==> src/rtl/counter_pkg.sv <==
// Shared types and helpers for the modulo-N counter.
// Optional clear input is enabled by defining COUNTER_CLEAR_EN.
package counter_pkg;

    localparam int CNT_W = 32;

    typedef logic [CNT_W-1:0] cnt_t;

    // MAX of 0 behaves like MAX of 1: the counter never leaves 0.
    function automatic cnt_t term_of(input cnt_t max);
        return (max == '0) ? '0 : max - cnt_t'(1);
    endfunction

endpackage

==> src/rtl/counter_term_cmp.sv <==
// Terminal-value compare for max_counter: derives TERM from MAX and flags
// Count >= TERM (unsigned), so a lowered MAX still wraps on the next step.
module counter_term_cmp
    import counter_pkg::*;
#(
    parameter int WIDTH = CNT_W
) (
    input  logic [WIDTH-1:0] max,
    input  logic [WIDTH-1:0] count,
    output logic             at_term
);

    logic [WIDTH-1:0] term;

    generate
        if (WIDTH == CNT_W) begin : g_pkg_term
            assign term = term_of(max);
        end else begin : g_generic_term
            assign term = (max == '0) ? '0 : max - WIDTH'(1);
        end
    endgenerate

    assign at_term = (count >= term);

endmodule

==> src/rtl/max_counter.sv <==
// Programmable modulo-N up-counter with a combinational terminal-count strobe
// for chaining; defining COUNTER_CLEAR_EN adds a synchronous clear input.
module max_counter
    import counter_pkg::*;
#(
    parameter int WIDTH = CNT_W
) (
    input  logic             clk,
    input  logic             rstn,
    input  logic             enable,
`ifdef COUNTER_CLEAR_EN
    input  logic             clear,
`endif
    input  logic [WIDTH-1:0] MAX,
    output logic [WIDTH-1:0] Count,
    output logic             isMAX
);

    logic [WIDTH-1:0] count_reg;
    logic [WIDTH-1:0] count_next;
    logic             at_term;
    logic             clear_int;

`ifdef COUNTER_CLEAR_EN
    assign clear_int = clear;
`else
    assign clear_int = 1'b0;
`endif

    counter_term_cmp #(
        .WIDTH(WIDTH)
    ) u_term_cmp (
        .max    (MAX),
        .count  (count_reg),
        .at_term(at_term)
    );

    always_comb begin
        count_next = count_reg;
        if (clear_int) begin
            count_next = '0;
        end else if (enable) begin
            count_next = at_term ? '0 : count_reg + WIDTH'(1);
        end
    end

    always_ff @(posedge clk) begin
        if (!rstn) begin
            count_reg <= '0;
        end else begin
            count_reg <= count_next;
        end
    end

    // Unregistered so a downstream stage advances on the same edge we wrap.
    assign isMAX = rstn & enable & at_term & ~clear_int;
    assign Count = count_reg;

endmodule

==> config.mk <==
export PLATFORM = sky130hd
export DESIGN_NAME = max_counter
export DESIGN_NICKNAME = d
export VERILOG_FILES = /design/src/rtl/counter_pkg.sv /design/src/rtl/counter_term_cmp.sv /design/src/rtl/max_counter.sv
export SDC_FILE = /design/constraint.sdc
export NUM_CORES = 1
export LEC_CHECK = 0
export ABC_AREA = 1
export ABC_CLOCK_PERIOD_IN_PS = 3300
export CORE_MARGIN = 5
export CORE_UTILIZATION = 31
export CTS_CLUSTER_SIZE = 8
export DETAILED_ROUTE_END_ITERATION = 6
export PLACE_DENSITY_LB_ADDON = 0.3
export SYNTH_ARGS = -nofsm -noshare
export SYNTH_HDL_FRONTEND = slang
export SYNTH_SLANG_ARGS = --single-unit
==> constraint.sdc <==
create_clock -name clk -period 3.3 [get_ports clk]
set_input_delay 0.66 -clock clk [delete_from_list [all_inputs] [get_ports clk]]
set_output_delay 0.66 -clock clk [all_outputs]
set_load 0.005 [all_outputs]
After elaboration in Yosys (flattened, before gate mapping)
Cells that the tools add are included.
{"block": "totals", "reg_bits": 32, "in_bits": 35, "output_inout_bits": 33, "elab_cells": 9}
{"block": "classes", "add_sub_neg": 2, "magnitude_cmp": 1, "muxes": 2, "bitwise": 2, "n_reduce_logical": 1}
{"op": "two-way mux 32 bit", "count": 2}
{"op": "adder 32 x 1 -> 32 bit, second input constant", "count": 1}
{"op": ">= comparator 32 bit", "count": 1}
{"op": "zero test 32 bit", "count": 1}
{"op": "subtractor 32 x 1 -> 32 bit, second input constant", "count": 1}
{"op": "AND 1 bit", "count": 2}

Depth between registers and ports, before layout
Gate-level depths: netlist of run 1.
{"block": "logic_depth", "ltp_word": 4, "depth_mapped": 23, "ltp_nobuf": 22}

Hierarchy
Synthesis of run 1 repeated with hierarchy kept, for this count alone.
{"block": "hier_totals", "hier_cells": 625, "hier_area_um2": 3653.5}
{"module": "counter_term_cmp", "n_inst": 1, "cells_per_inst": 358, "area_per_inst_um2": 1946.9, "seq_area_each_um2": 0.0}
{"module": "max_counter", "n_inst": 1, "cells_per_inst": 267, "area_per_inst_um2": 1706.6, "seq_area_each_um2": 640.6}

Worst setup path before layout of run 1
No wires, ideal clock.
{"block": "synth_path", "kind": "input-to-output", "from": "input MAX[1]", "to": "output isMAX", "arrival_time_ns": 2.679, "required_time_ns": 2.640, "slack_ns": -0.039, "cell_stages": 19, "path_buffers": 0, "cell_sequence": "nor3_2 inv_1 nor2_1 nand2_1 nor2_2 nand2_2 nor2_4 nand2_1 nand2_1 nand3_1 ha_1 nand2_1 nor2_1 nand2_1 nor4_1 nand2_1 nand2_1 nand2_1 nor2_1"}
{"block": "synth_via", "elab_chain_len": 4, "elab_cells_between_ends": 5, "cone_classes": "1 x add/sub; 1 x order compare; 1 x mux; 1 x bitwise; 1 x reduce/logical"}
{"element": "from (decl)", "line_no": "max_counter.sv:14", "text": "input logic [WIDTH-1:0] MAX,"}
{"element": "subtractor 32 x 1 -> 32 bit or zero test 32 bit (tied branches)", "line_no": "counter_pkg.sv:11", "text": "return (max == '0) ? '0 : max - cnt_t'(1);"}
{"element": "two-way mux 32 bit *", "line_no": "counter_pkg.sv:11"}
{"element": ">= comparator 32 bit *", "line_no": "counter_term_cmp.sv:23", "text": "assign at_term = (count >= term);"}
{"element": "AND 1 bit *", "line_no": "max_counter.sv:56", "text": "assign isMAX = rstn & enable & at_term & ~clear_int;"}
{"element": "to (decl)", "line_no": "max_counter.sv:16", "text": "output logic isMAX"}
Every way passes the cells marked *; elsewhere a longest branch is shown, timed or not.

Worst setup path after layout of run 1
{"block": "layout_path", "from": "input MAX[6]", "to": "output isMAX"}
Same word-level chain as after synthesis.

==> results.ini, run 1 <==
[status]
status = finished, violations left
violations = negative setup slack

[timing]
period_needed_ps = 3800
slew_headroom = 0.7547
timing_max_transition_violations_final = 0
hold_violations = 0
finalSetupTns_ps = -500.3
grt_setup_unrepaired = yes
fin_ws_ps = -500.3
finalSetupViolCount = 1
max_freq_ghz = 0.2631
tightest_slew_ps = 367.5
whs_ps = 610.0
finalClockSkew_ps = 3.423
period_share = 1.152

[routing]
via_per_inst = 4.818
ant_nets = 0
wl_per_cell_um = 14.46
num_vias = 4057
drtIter0Drc = 234
drt_wl_total_mm = 12.18
drc_errors = 0
drt_pre_antenna_iters = 5

[floorplan]
coreArea_um2 = 10420
die_x_um = 113.7
io_pins = 68
num_rows = 37
die_h_um = 113.7
dieArea_um2 = 12930
initial_utilization = 0.3200

[setup_path]
cpMaxStageDelayCell = ha_4
path_common_cell = nand2_1
startpoint_type = primary input
critPathArrivalTime_ps = 3140
critPathMaxStageDelay_ps = 260
cp_cell_sequence = buf_2 > buf_6 > nor2_4 > and2_4 > inv_1 > nor3_2 > nand2_1 > buf_6 > xnor2_4 > nand2_2 > ha_4 > nand2_1 > nor2_1 > nand2_1 > nor2_1 > nor2_1 > nand2_1 > nand2_1 > nand2_2 > nand2_2 > nor2_1 > buf_2
crit_fanout = 2
regToRegSetupSlack_ps = 1340
cp.required_ps = 2640
critPathCaptureType = primary output
path_class = in2out
rr_worst_depth = 11

[yosys]
ys_warn_count = 0
netlist_area_um2 = 3333
ys_ff_latch = 32
synth-edff-count = 0
netlist_instances = 525
syn_area_per_cell_um2 = 6.349
synth-seq-area-share = 0.1922
ys.flop_type = dfxtp_1
async_flop_share = 0
synth_nets = 595
ys_types = 40

[clock_tree]
cts_sinks = 32
cts_buffer_depth = 2
clockRootBuffer = clkbuf_8
cts_tree = yes
numCtsBuffers = 5
insertion_delay_ps = 290
clk_pin_slew_worst_paths_ps = 70
cts_max_level = 2
cts_hold_buf = 0

[global_route]
grt_pass1_vias = 3998
grt_usage = 0.1788
grt_remaining_overflow = 0
grt_max_degree = 33
grt_pass1_wl_mm = 18.79
antenna_found_initial = 0

[cells_and_area]
drive_above_1_share = 0.3952
largest_register_ffs = 32
n_fill_cell = 953
antenna_cells = 0
areaGrowthSynthToFinish_pct = 68.96
final_util = 0.5407
nNetsFinal = 776

[job]
maxCapViolations = 0

[power]
p_leak_nw = 2.614
power_w = 0.001010
vdd_ir_drop_max_v = 0.0001774
p_per_area_nw_per_um2 = 179.4

[hold_path]
hold_class = reg2reg
min_path_cells = 3

[placed_design]
port-buffer-count = 67
dp_slack_ps = -1359
dp.final_hpwl_mm = 8.651
gp_congestion = 0.8576

## layer usage
layer | wire (um) | share of wire | vias to the layer above | global-route usage
met2 | 6107 | 0.50 | 103 | 0.3223
li1 | - | - | 2045 | -
met4 | 380 | 0.031 | 0 | 0.06170
met5 | 0 | 0 | - | 0
met1 | 5149 | 0.42 | 1871 | 0.2176
met3 | 542 | 0.045 | 38 | 0.02228
## final timing paths
path	from	to
worst min-delay path	Count[25]$_SDFFE_PN0P_	Count[25]$_SDFFE_PN0P_
worst min register to register	Count[25]$_SDFFE_PN0P_	Count[25]$_SDFFE_PN0P_
worst max register to register	Count[31]$_SDFFE_PN0P_	Count[20]$_SDFFE_PN0P_
worst max-delay path	MAX[6]	isMAX
## per-stage QoR
step | instances | area (um2)
finish | 842 | 5632
global route | 842 | 5632
CTS | 836 | 5286
detailed placement | 798 | 4731
global placement | 798 | 4731
floorplan | 525 | 3342
## kinds of logic (layout without fill, tap and decap cells)
| kind of cell | after synthesis | in the layout | synth area share |
|---|---|---|---|
| xor gates and xnor gates | 30 | 30 | 0.07883 |
| muxes | 1 | 1 | 0.003003 |
| and+or+nand+nor | 323 | 323 | 0.4505 |
| DFF | 32 | 32 | 0.1922 |
| AOI/OAI and AO/OA | 37 | 37 | 0.06494 |
| buffers and inverters | 67 | 248 | 0.07920 |
| adders and majority gates | 35 | 35 | 0.1314 |
## timing repair
action,in CTS,in global routing
pin swaps,43,52
resized for setup,159,76
endpoints found under the setup margin,33,33
buffers inserted,30,6
hold endpoints to repair,0,0
gates cloned,1,1
## cell type report
class	instances	area, um2	share of cell area
Timing Repair Buffer	180	1495	0.2655
Sequential cell	32	640.6	0.1138
Multi-Input combinational cell	426	2998	0.5323
Inverter	61	231.5	0.04110
Clock buffer	7	96.34	0.01711
Tap cell	136	170.2	0.03022
## cells in the mapped netlist, drive strengths merged (2+ instances only)
cell type,n,area share
buf,5,0.0094
xnor2,5,0.013
nor4,2,0.0038
o22ai,2,0.0038
or2,10,0.020
o21ai,11,0.017
nor3,15,0.027
nand4,12,0.023
dfxtp,32,0.19
inv,61,0.069
a21oi,13,0.020
ha,35,0.13
a21o,5,0.011
xor2,25,0.066
and2,2,0.0038
nand2,136,0.16
o21bai,2,0.0045
nand3,33,0.055
nor2,109,0.15
o21a,2,0.0045
## report_power, final
group / switching [W] / leakage (nW) / internal [W] / total, W
logic: 0.000142 / 2.31 / 0.000144 / 0.000286
registers: 0.00000552 / 0.258 / 0.000389 / 0.000394
clock network: 0.000144 / 0.0503 / 0.000186 / 0.000329
## worst max-delay path: cells and delay by family
| family | cells | cell delay [ps] |
|---|---|---|
| simple gates | 15 | 1480 |
| xor+xnor | 1 | 160 |
| buf+inv | 5 | 570 |
| fa+ha+maj | 1 | 260 |
## cells in the final DEF (no fill, tap or decap), types with 23 or more instances in the layout
cell             Yosys  layout
buf_4                0     104
clkdlybuf4s50_1      0      35
dfxtp_1             32      32
ha_1                35      25
inv_1               61      52
nand2_1            126     104
nand2_2              8      26
nor2_1              97      63
nor2_2               4      25
xor2_1              25      23
Power figures use the tool's default switching activity.
==> run 2: changes to the inputs <==
--- a/config.mk
+++ b/config.mk
@@ -12,6 +12,7 @@
 export CTS_CLUSTER_SIZE = 8
 export DETAILED_ROUTE_END_ITERATION = 6
 export PLACE_DENSITY_LB_ADDON = 0.3
+export SLEW_MARGIN = 5
 export SYNTH_ARGS = -nofsm -noshare
 export SYNTH_HDL_FRONTEND = slang
 export SYNTH_SLANG_ARGS = --single-unit
==> results of run 2 <==
No change in the layout: final DEF, timing and power equal those of run 1.
==> run 3: changes to the inputs <==
--- a/config.mk
+++ b/config.mk
@@ -8,7 +8,7 @@
 export ABC_AREA = 1
 export ABC_CLOCK_PERIOD_IN_PS = 3300
 export CORE_MARGIN = 5
-export CORE_UTILIZATION = 31
+export CORE_UTILIZATION = 48
 export CTS_CLUSTER_SIZE = 8
 export DETAILED_ROUTE_END_ITERATION = 6
 export PLACE_DENSITY_LB_ADDON = 0.3
==> constraint.sdc (replaced) <==
create_clock -name clk -period 3.3 [get_ports clk]
set_input_delay 0.66 -clock clk [delete_from_list [all_inputs] [get_ports clk]]
set_output_delay 0.66 -clock clk [all_outputs]
set_load 0.1 [all_outputs]
==> results.ini, run 3 (synthesis gave the netlist of run 1 again) <==
[setup_path]
cp.buffers_inverters = 8
critPathArrivalTime_ps = 3190
startpoint_type = primary input
critPathMaxStageDelay_ps = 260
critPathCaptureType = primary output
path_common_cell = buf_12
cp_cell_sequence = dlygate4sd2_1 > buf_4 > nor2_2 > nand2_1 > inv_2 > nand3_1 > nor2_2 > inv_2 > buf_12 > buf_12 > nand3_2 > ha_4 > buf_4 > a21oi_1 > o21a_1 > nand2_1 > a21oi_2 > nand2_2 > nand2_2 > nor2_4 > buf_12
path_class = in2out
cp.required_ps = 2640
crit_fanout = 8
critical_path.top_delay_family = buffers and inverters
cpMaxStageDelayCell = dlygate4sd2_1

[routing]
drt_pre_antenna_iters = 6
num_vias = 4052
wl_per_cell_um = 14.37
via_per_inst = 5.195
drt_wl_total_mm = 11.21
drtIter0Drc = 160
ant_nets = 0
drc_errors = 0

[timing]
finalSetupViolCount = 1
hold_violations = 0
max_freq_ghz = 0.2596
timing_max_transition_violations_final = 0
period_needed_ps = 3853
grt_setup_unrepaired = yes
fin_ws_ps = -552.7
finalClockSkew_ps = 7.234
period_share = 1.167
slew_headroom = 0.7627
tightest_slew_ps = 355.5

[clock_tree]
insertion_delay_ps = 280
cts_buffer_depth = 2
cts_max_level = 2
clk_pin_slew_worst_paths_ps = 60
clockRootBuffer = clkbuf_8
cts_sinks = 32
numCtsBuffers = 5
cts_tree = yes
cts_hold_buf = 0

[cells_and_area]
n_fill_cell = 499
multi_input_area_um2 = 2814
drive_above_1_share = 0.3918
final_cell_mix = 116 x buf_4, 105 x nand2_1, 64 x nor2_1
areaGrowthSynthToFinish_pct = 55.29
nNetsFinal = 754
seq_area_um2 = 640.6
antenna_cells = 0
final_common_cell = buf_4
final_cell_count_no_fill = 780
largest_register_ffs = 32

[floorplan]
die_h_um = 93.33
num_rows = 30
coreArea_um2 = 6794
die_x_um = 93.33
dieArea_um2 = 8710
io_pins = 68
initial_utilization = 0.4906

[placed_design]
gp_congestion = 0.8969
dp.final_hpwl_mm = 8.292
port-buffer-count = 67
dp_slack_ps = -992.0
place_inst = 752

[global_route]
grt_usage = 0.2476
grt_pass1_vias = 4031
grt_pass1_wl_mm = 17.65
antenna_found_initial = 0
grt_max_degree = 33
grt_remaining_overflow = 0

[power]
pwr-share-seq = 0.394
clkPwrFrac = 0.323
switching_power_w = 0.0002939
p_int_w = 0.0007045
combPwrFrac = 0.282
swShare = 0.2944
p_per_area_nw_per_um2 = 192.9
p_leak_nw = 2.496
vdd_ir_drop_max_v = 0.0002891

[job]
maxCapViolations = 0

[status]
violations = negative setup slack
status = finished, violations left

[hold_path]
hold_class = reg2reg

## run 3: changes by cell type in the layout (fill, tap and decap cells not counted), sizes merged
cell | before | now
clkdlybuf4s50 | 35 | 2
buf | 128 | 139
clkbuf | 13 | 8
dlygate4sd2 | 7 | 12
clkdlybuf4s15 | 1 | 2
dlymetal6s2s | 3 | 2
## run 3: through the flow
stage | total power [W] | hold WS (ps) | setup TNS, ps | util | cell area (um2)
final | 0.0009984 | 605.6 | -552.7 | 0.7619 | 5176
after global routing | 0.001046 | 643.9 | -714.7 | 0.7619 | 5176
after CTS | 0.0009747 | 595.2 | -530.3 | 0.7221 | 4906
after detailed placement | 0.0006446 | 585.2 | -17030 | 0.6764 | 4596
after global placement | 0.0006393 | 568.4 | -15810 | 0.6764 | 4596
after floorplan | 0.0005131 | 846.9 | -402.7 | - | 3359
## run 3: worst paths after layout
path / startpoint / endpoint / slack (ps) / depth (start not counted)
worst max-delay path: MAX[26] / isMAX / -550 / 21
worst min-delay path: Count[1]$_SDFFE_PN0P_ / Count[1]$_SDFFE_PN0P_ / 610 / 2
worst max register to register: Count[0]$_SDFFE_PN0P_ / Count[27]$_SDFFE_PN0P_ / 1340 / 14
worst min register to register: Count[1]$_SDFFE_PN0P_ / Count[1]$_SDFFE_PN0P_ / 610 / 2
## run 3: final cells by class
class                      instances  share of cell area
tap                               96             0.02321
timing repair buffer             158              0.2466
sequential                        32              0.1238
multi-input combinational        426              0.5436
inverter                          61             0.04424
clock buffer                       7             0.01861
## run 3: tightest hold or removal path, cell delays in order (launching register included)
cell	delay, ps
dfxtp_1	360
mux2i_1	140
nor2_1	60
## run 3: what timing repair did
item                                    CTS  global route
pin swaps                                39            44
endpoints found under the setup margin   33            33
setup buffers                            15             7
resized for setup                       129            55
## run 3: power groups by stage
stage	clock network [W]	registers (W)	logic, W
3_3_place_gp	0	0.000402	0.000237
3_5_place_dp	0	0.000402	0.000242
2_1_floorplan	0	0.000421	0.0000923
6_report	0.000323	0.000394	0.000282
4_1_cts	0.000329	0.000393	0.000252
5_1_grt	0.000347	0.000394	0.000305
## run 3: layer usage
metal,global-route usage,part of all wire,wire length (um),vias up
li1,-,-,-,2003
met1,0.2956,0.42,4718,1877
met4,0.07814,0.029,324,0
met3,0.03701,0.054,607,35
met2,0.4509,0.50,5555,137
met5,0,0,0,-
